**src/rtl/mem_arb_pkg.sv**
```systemverilog
// Shared definitions for the memory port arbiter.
//   arb_state_t : arbiter FSM state encoding
//   AW_DEFAULT  : default RAM word-address width
package mem_arb_pkg;

   typedef enum logic [1:0] {
      IDLE   = 2'd0,
      WAIT_D = 2'd1,
      WAIT_I = 2'd2,
      PROG   = 2'd3
   } arb_state_t;

   localparam int AW_DEFAULT = 12;

endpackage

```
**src/rtl/mem_port_arbiter.sv**
```systemverilog
// Arbitrates one single-port synchronous RAM between a programmer port,
// a data port and an instruction-fetch port (priority in that order).
// Ports:
//   clk, Rst                          clock, synchronous active-high reset
//   d_rea, d_wea, d_be, d_addr, d_din data request; d_dout registered read result
//   i_en, i_addr                      fetch request;  i_dout registered instruction
//   p_ena, p_we, p_addr, p_din        programmer port (owns memory while p_ena=1)
//   ram_en, ram_we, ram_addr, ram_din RAM command; ram_dout valid one cycle later
//   mem_hold                          pipeline stall
//   stall_cnt                         saturating count of stall cycles
module mem_port_arbiter
   import mem_arb_pkg::*;
#(
   parameter int AW = AW_DEFAULT
) (
   input  logic          clk,
   input  logic          Rst,
   input  logic          d_rea,
   input  logic          d_wea,
   input  logic [3:0]    d_be,
   input  logic [31:0]   d_addr,
   input  logic [31:0]   d_din,
   output logic [31:0]   d_dout,
   input  logic          i_en,
   input  logic [31:0]   i_addr,
   output logic [31:0]   i_dout,
   input  logic          p_ena,
   input  logic          p_we,
   input  logic [31:0]   p_addr,
   input  logic [31:0]   p_din,
   output logic          ram_en,
   output logic [3:0]    ram_we,
   output logic [AW-1:0] ram_addr,
   output logic [31:0]   ram_din,
   input  logic [31:0]   ram_dout,
   output logic          mem_hold,
   output logic [31:0]   stall_cnt
);

   arb_state_t  state_q;
   arb_state_t  state_nxt;
   logic        d_rd_q;
   logic [31:0] d_dout_q;
   logic [31:0] i_dout_q;
   logic [31:0] stall_q;

   // Byte-lane and out-of-range address bits are intentionally ignored.
   logic unused_addr_bits;
   assign unused_addr_bits = ^{d_addr[31:AW+2], d_addr[1:0],
                               i_addr[31:AW+2], i_addr[1:0],
                               p_addr[31:AW+2], p_addr[1:0]};

   function automatic logic [31:0] sat_inc(input logic [31:0] v);
      return (v == 32'hFFFF_FFFF) ? v : v + 32'd1;
   endfunction

   // State register
   always_ff @(posedge clk) begin
      if (Rst) state_q <= IDLE;
      else     state_q <= state_nxt;
   end

   // Next-state logic
   always_comb begin
      state_nxt = state_q;
      unique case (state_q)
         IDLE: begin
            if (p_ena)               state_nxt = PROG;
            else if (d_rea || d_wea) state_nxt = WAIT_D;
            else if (i_en)           state_nxt = WAIT_I;
         end
         WAIT_D: begin
            if (p_ena)     state_nxt = PROG;
            else if (i_en) state_nxt = WAIT_I;
            else           state_nxt = IDLE;
         end
         WAIT_I:  state_nxt = p_ena ? PROG : IDLE;
         PROG:    if (!p_ena) state_nxt = IDLE;
         default: state_nxt = IDLE;
      endcase
   end

   // Output logic: RAM command mux and stall. Everything is quiet while
   // Rst is high so a reset cycle never issues an access.
   always_comb begin
      ram_en   = 1'b0;
      ram_we   = 4'b0000;
      ram_addr = '0;
      ram_din  = 32'd0;
      mem_hold = 1'b0;
      if (!Rst) begin
         unique case (state_q)
            IDLE: begin
               if (p_ena) begin
                  mem_hold = 1'b1;
               end else if (d_wea) begin
                  ram_en   = 1'b1;
                  ram_we   = d_be;
                  ram_addr = d_addr[AW+1:2];
                  ram_din  = d_din;
                  mem_hold = 1'b1;
               end else if (d_rea) begin
                  ram_en   = 1'b1;
                  ram_addr = d_addr[AW+1:2];
                  mem_hold = 1'b1;
               end else if (i_en) begin
                  ram_en   = 1'b1;
                  ram_addr = i_addr[AW+1:2];
                  mem_hold = 1'b1;
               end
            end
            WAIT_D: begin
               if (p_ena) begin
                  mem_hold = 1'b1;
               end else if (i_en) begin
                  // Chain the fetch right behind the data access.
                  ram_en   = 1'b1;
                  ram_addr = i_addr[AW+1:2];
                  mem_hold = 1'b1;
               end
            end
            WAIT_I: mem_hold = 1'b0;
            PROG: begin
               if (p_ena) begin
                  mem_hold = 1'b1;
                  if (p_we) begin
                     ram_en   = 1'b1;
                     ram_we   = 4'b1111;
                     ram_addr = p_addr[AW+1:2];
                     ram_din  = p_din;
                  end
               end
            end
            default: mem_hold = 1'b0;
         endcase
      end
   end

   // Result capture and stall counter
   always_ff @(posedge clk) begin
      if (Rst) begin
         d_rd_q   <= 1'b0;
         d_dout_q <= 32'd0;
         i_dout_q <= 32'd0;
         stall_q  <= 32'd0;
      end else begin
         if (mem_hold) stall_q <= sat_inc(stall_q);
         // Remember whether the data access being issued is a read, so a
         // write does not clobber d_dout when its WAIT_D cycle comes round.
         if (state_q == IDLE && !p_ena && (d_rea || d_wea)) d_rd_q <= !d_wea;
         if (state_q == WAIT_D && d_rd_q) d_dout_q <= ram_dout;
         if (state_q == WAIT_I)           i_dout_q <= ram_dout;
      end
   end

   assign d_dout    = d_dout_q;
   assign i_dout    = i_dout_q;
   assign stall_cnt = stall_q;

endmodule

```
**config.mk**
```make
export PLATFORM = sky130hd
export DESIGN_NAME = mem_port_arbiter
export DESIGN_NICKNAME = d
export VERILOG_FILES = /design/src/rtl/mem_arb_pkg.sv /design/src/rtl/mem_port_arbiter.sv
export SDC_FILE = /design/constraint.sdc
export NUM_CORES = 1
export LEC_CHECK = 0
export ABC_AREA = 1
export BUFFER_PORTS_ARGS = -buffer_cell sky130_fd_sc_hd__buf_2
export CAP_MARGIN = 15
export CORE_MARGIN = 8
export CORE_UTILIZATION = 39
export DETAILED_ROUTE_END_ITERATION = 10
export GPL_ROUTABILITY_DRIVEN = 1
export GPL_TIMING_DRIVEN = 0
export PLACE_DENSITY = 0.8
export SYNTH_ARGS = -nofsm -noshare
export SYNTH_HDL_FRONTEND = slang
export SYNTH_SLANG_ARGS = --single-unit
```
**constraint.sdc**
```tcl
create_clock -name clk -period 2.1 [get_ports clk]
set_clock_uncertainty 0.05 [all_clocks]
set_input_delay 0.63 -clock clk [delete_from_list [all_inputs] [get_ports clk]]
set_output_delay 0.63 -clock clk [all_outputs]
set_load 0.005 [all_outputs]
```
==> results of run 1 <==
## repair_timing
action | CTS | global route
resized for setup | 116 | 58
pin swaps | 26 | 45
buffers inserted | 17 | 17
endpoints found under the setup margin | 72 | 69
cloned | 6 | 4
## critical path: stages, from the launching register on
cell	delay (ns)
dfxtp_4	0.38
buf_6	0.10
ha_4	0.13
o211ai_1	0.12
buf_4	0.18
a21oi_4	0.20
buf_6	0.14
nand2_1	0.04
a31oi_1	0.11
buf_2	0.13
## placed cells by master (no fill, tap or decap), drive strengths merged
cell type / n
buf: 335
inv: 50
a211oi: 2
nand4: 8
nand2: 210
diode: 2
or2: 3
o21bai: 1
o211ai: 1
o22ai: 1
xnor2: 4
nor2: 232
clkinv: 3
a22oi: 32
ha: 6
nand3b: 1
a21oi: 35
clkbuf: 45
nand3: 41
xor2: 7
a41oi: 2
a31oi: 11
clkinvlp: 1
o21ai: 68
dfxtp: 99
## stage by stage
stage / utilization (%) / power, mW
after floorplan: - / 3.29
after global placement: 53.7 / 4.02
after detailed placement: 53.7 / 4.05
after CTS: 60.9 / 6.09
after global routing: 64.3 / 6.65
final: 64.3 / 6.34
## area by class of cell
class	instances	area share, %
inverter	48	2.22
antenna	2	0.0563
buffer	41	4.56
clock inverter	5	0.506
timing repair buffer	328	21.8
clock buffer	11	2.73
sequential	99	22.4
timing repair inverter	1	0.0985
tap	180	2.53
multi-input combinational	665	43.1
## layer usage
metal	GRT usage (%)	up-vias	part of all wire [%]
met2	42.1	318	47
met4	7.80	10	2.3
met3	8.43	38	9.8
met5	0	-	0.22
met1	30.3	3301	40
li1	-	3460	-
## final timing paths
check / startpoint / end
worst max-delay path: state_q[0]$_SDFFE_PP0P_ / ram_addr[0]
worst min-delay path: d_dout[0]$_SDFFE_PP0P_ / d_dout[0]$_SDFFE_PP0P_
worst max register to register: stall_cnt[1]$_SDFFE_PP0P_ / stall_cnt[15]$_SDFFE_PP0P_
worst min register to register: d_dout[0]$_SDFFE_PP0P_ / d_dout[0]$_SDFFE_PP0P_
## power by group
group	switching, mW	total, mW	internal, mW
sequential	0.147	2.25	2.11
combinational	1.35	2.48	1.13
clock	0.747	1.60	0.856
## sequential cells by signal, indices dropped and copies added (netlist names)
name / count
d_dout: 32
d_rd_q: 1
stall_cnt: 32
state_q: 2
i_dout: 32
## cell families after synthesis
group | synth area share (%)
compound gates | 17.1
xor+xnor | 1.76
fa+ha+maj | 1.37
buf+inv | 6.77
flops | 36.1
simple gates | 36.9
==> impl_metrics.toml, run 1 <==
[clock_network]
insertion_delay_ns = 0.34
cts_max_level = 3
cts.sinks = 99
numCtsBuffers = 9
postCtsHoldBufs = 0
cts_root_buffer = "clkbuf_16"
cts_buffer_depth = 2
path_clk_slew_ns = 0.07
cts_tree = "yes"

[die]
num_io_pins = 349
row_count = 43
start_util_pct = 39.7
die_width_um = 135
die-area_um2 = 18100
fp.dieH_um = 135
core_um2 = 13800

[layout]
register_area_um2 = 1990
design_area_um2 = 8890
nFillCells = 1218
final_nets = 1402
final_layout_size_suffix_gt1_share_pct = 43.1
multi_input_area_um2 = 3830
area_growth_syn_to_layout_pct = 62.1
instances_no_fill = 1380

[detailed_routing]
drt_iter0_markers = 429
routed_wl_um = 25000
num_vias = 7127
wire_per_inst_um = 18.1
avgViaCountPerCell = 5.16
ant_nets = 0
drt_first_pass_iters = 5
drc = 0

[synthesis]
synth_seq_cells = 99
synth_edf_count = 0
syn_inst = 852
netlist_top_cells_count = "nor2_1, nand2_1, dfxtp_1"
synth_seq_area_share_pct = 36.1
synthDistinctLibCells = 33
synth_top_cell_by_area = "dfxtp_1"
synthTopCellsByArea = "dfxtp_1, nor2_1, nand2_1"
synth_top_cell_area_share_pct = 36.1
netlist_area_um2 = 5490
synth_most_common_cell = "nor2_1"
syn_avg_cell_area_um2 = 6.44
async_reset_ff_share_pct = 0
yosys_warnings = 0
synth_nets = 1061
ys.flop_type = "dfxtp_1"

[status]
failed_checks = "setup timing"
outcome = "complete, but fails checks"

[place]
placedCellCount = 1319
globalplace.congestion = 0.913
placed_area_um2 = 7430
hpwl_um = 19200
pre_cts_ws_ns = -0.754
numPortBuffers = 287

[timing]
drv_slew = 0
slew_headroom_pct = 44.9
hold_violations = 0
timing.fmax_mhz = 392
final.setup.tns_ns = -18.27
rsz0062_at_grt = "yes"
worst_hold_slack_ns = 0.436
fin_crit_ns = 2.55
timing.final.ws_setup_ns = -0.450
post-route-period-util_pct = 121
tightestPinTransition_ns = 0.827
finalSetupViolCount = 50

[worst_setup_path]
required_ns = 1.42
startpoint_type = "flip-flop"
cp-end-kind = "output port"
path_class = "flip-flop to output port"
r2r_cells = 9
r2r_slack_ns = 0.11
critPathMaxFanout = 5
cp_data_arrival_time_ns = 1.87

[grt]
grtUsageTotal_pct = 25.4
antenna_found_initial = 8
grt_pass1_wl_um = 36300
grt_pass1_vias = 6584
grt_overflow = 0
grt_max_degree = 18

[power_and_ir_drop]
cellPowerDensity_nw_per_um2 = 713
p_leak_nw = 3.92
peakVddDrop_uv = 501

[min_path]
whs_path_depth = 2
worstHoldPathType = "flip-flop to flip-flop"

[run]
drv_cap = 0
Note: power is estimated with default switching activity, not from simulation.
==> inputs of run 2 (changes only) <==
--- a/config.mk
+++ b/config.mk
@@ -14,6 +14,7 @@
 export GPL_ROUTABILITY_DRIVEN = 1
 export GPL_TIMING_DRIVEN = 0
 export PLACE_DENSITY = 0.8
+export REMOVE_ABC_BUFFERS = 1
 export SYNTH_ARGS = -nofsm -noshare
 export SYNTH_HDL_FRONTEND = slang
 export SYNTH_SLANG_ARGS = --single-unit
==> impl_metrics.toml, run 2 (same netlist as run 1, synthesis figures left out) <==
[timing]
timing.fmax_mhz = 389
timing.final.ws_setup_ns = -0.473
drv_slew = 0
slew_headroom_pct = 56.0
final.setup.tns_ns = -19.16
post-route-period-util_pct = 123
worst_hold_slack_ns = 0.430
fin_crit_ns = 2.57
rsz0062_at_grt = "yes"
finalSetupViolCount = 50
tightestPinTransition_ns = 0.658
hold_violations = 0

[grt]
grt_overflow = 0
antenna_found_initial = 2
grt_max_degree = 70
grt_pass1_wl_um = 37000
grt_pass1_vias = 6394
grtUsageTotal_pct = 26.5

[place]
placed_area_um2 = 6980
numPortBuffers = 288
placedCellCount = 1279
hpwl_um = 18200
pre_cts_ws_ns = -1.51
globalplace.congestion = 0.946

[worst_setup_path]
startpoint_type = "flip-flop"
path_class = "flip-flop to output port"
cp_data_arrival_time_ns = 1.89
required_ns = 1.42
cp-end-kind = "output port"
r2r_slack_ns = 0.10
critPathMaxFanout = 7

[clock_network]
cts_root_buffer = "clkbuf_16"
cts_buffer_depth = 2
path_clk_slew_ns = 0.07
insertion_delay_ns = 0.34
cts_max_level = 3
cts.sinks = 99
cts_tree = "yes"
postCtsHoldBufs = 0
numCtsBuffers = 9

[die]
start_util_pct = 39.7
row_count = 43
num_io_pins = 349
fp.dieH_um = 135
die-area_um2 = 18100
core_um2 = 13800
die_width_um = 135

[run]
drv_cap = 0

[layout]
layout_common_cells = "buf_2, nor2_1, nand2_1, dfxtp_1, o21ai_0"
design_area_um2 = 8350
area_growth_syn_to_layout_pct = 52.2
layout_commonest_cell = "buf_2"
final_util_pct = 60.4
antennaDiodeCount = 0
nFillCells = 1289
final_nets = 1367
final_layout_size_suffix_gt1_share_pct = 41.1
instances_no_fill = 1342

[power_and_ir_drop]
p_leak_nw = 3.73
power_mw = 6.08
peakVddDrop_uv = 403
cellPowerDensity_nw_per_um2 = 728

[min_path]
worstHoldPathType = "flip-flop to flip-flop"

[status]
outcome = "complete, but fails checks"
failed_checks = "setup timing"

[detailed_routing]
num_vias = 6952
drc = 0
drt_iter0_markers = 499
avgViaCountPerCell = 5.18
drt_first_pass_iters = 7
routed_wl_um = 25600
wire_per_inst_um = 19.1
ant_nets = 0
==> run 2: report_power, final <==
part	internal, mW	switching (mW)
clock network	0.936	0.770
logic	0.877	1.26
registers	2.11	0.138
==> run 2: critical path, stage by stage (launching register included) <==
cell and delay (ns):
dfxtp_4 0.40, inv_4 0.06, ha_4 0.18, buf_4 0.14, nand3_4 0.12, clkinvlp_4 0.20
buf_4 0.19, nand2_1 0.05, a31oi_1 0.07, buf_2 0.15
==> run 2: final timing paths <==
check | from | endpoint | depth (start not counted)
setup / recovery | state_q[0]$_SDFFE_PP0P_ | ram_addr[9] | 9
hold / removal | d_dout[15]$_SDFFE_PP0P_ | d_dout[15]$_SDFFE_PP0P_ | 2
setup reg to reg | state_q[0]$_SDFFE_PP0P_ | stall_cnt[0]$_SDFFE_PP0P_ | 10
hold reg to reg | d_dout[15]$_SDFFE_PP0P_ | d_dout[15]$_SDFFE_PP0P_ | 2
==> run 2: what timing repair did <==
action,4_1_cts,5_1_grt
setup endpoints to repair,148,82
buffers inserted,25,11
resized for setup,97,61
pin swaps,12,22
cloned,11,2
==> run 2: layout make-up <==
type / count / area (µm²) / share of cell area [%]
multi-input combinational: 667 / 3630 / 43.5
inverter: 48 / 223 / 2.67
timing repair inverter: 7 / 78.8 / 0.944
clock buffer: 9 / 225 / 2.70
tap: 180 / 225 / 2.70
sequential: 99 / 1990 / 23.8
timing repair buffer: 326 / 1900 / 22.8
clock inverter: 6 / 73.8 / 0.884
==> run 2: layer usage <==
| layer | vias to the layer above | GRT usage, % | share of wire, % |
|---|---|---|---|
| met5 | - | 0 | 0.051 |
| li1 | 3380 | - | - |
| met4 | 2 | 10.4 | 3.4 |
| met3 | 45 | 6.28 | 11 |
| met1 | 3155 | 33.4 | 41 |
| met2 | 370 | 42.6 | 45 |
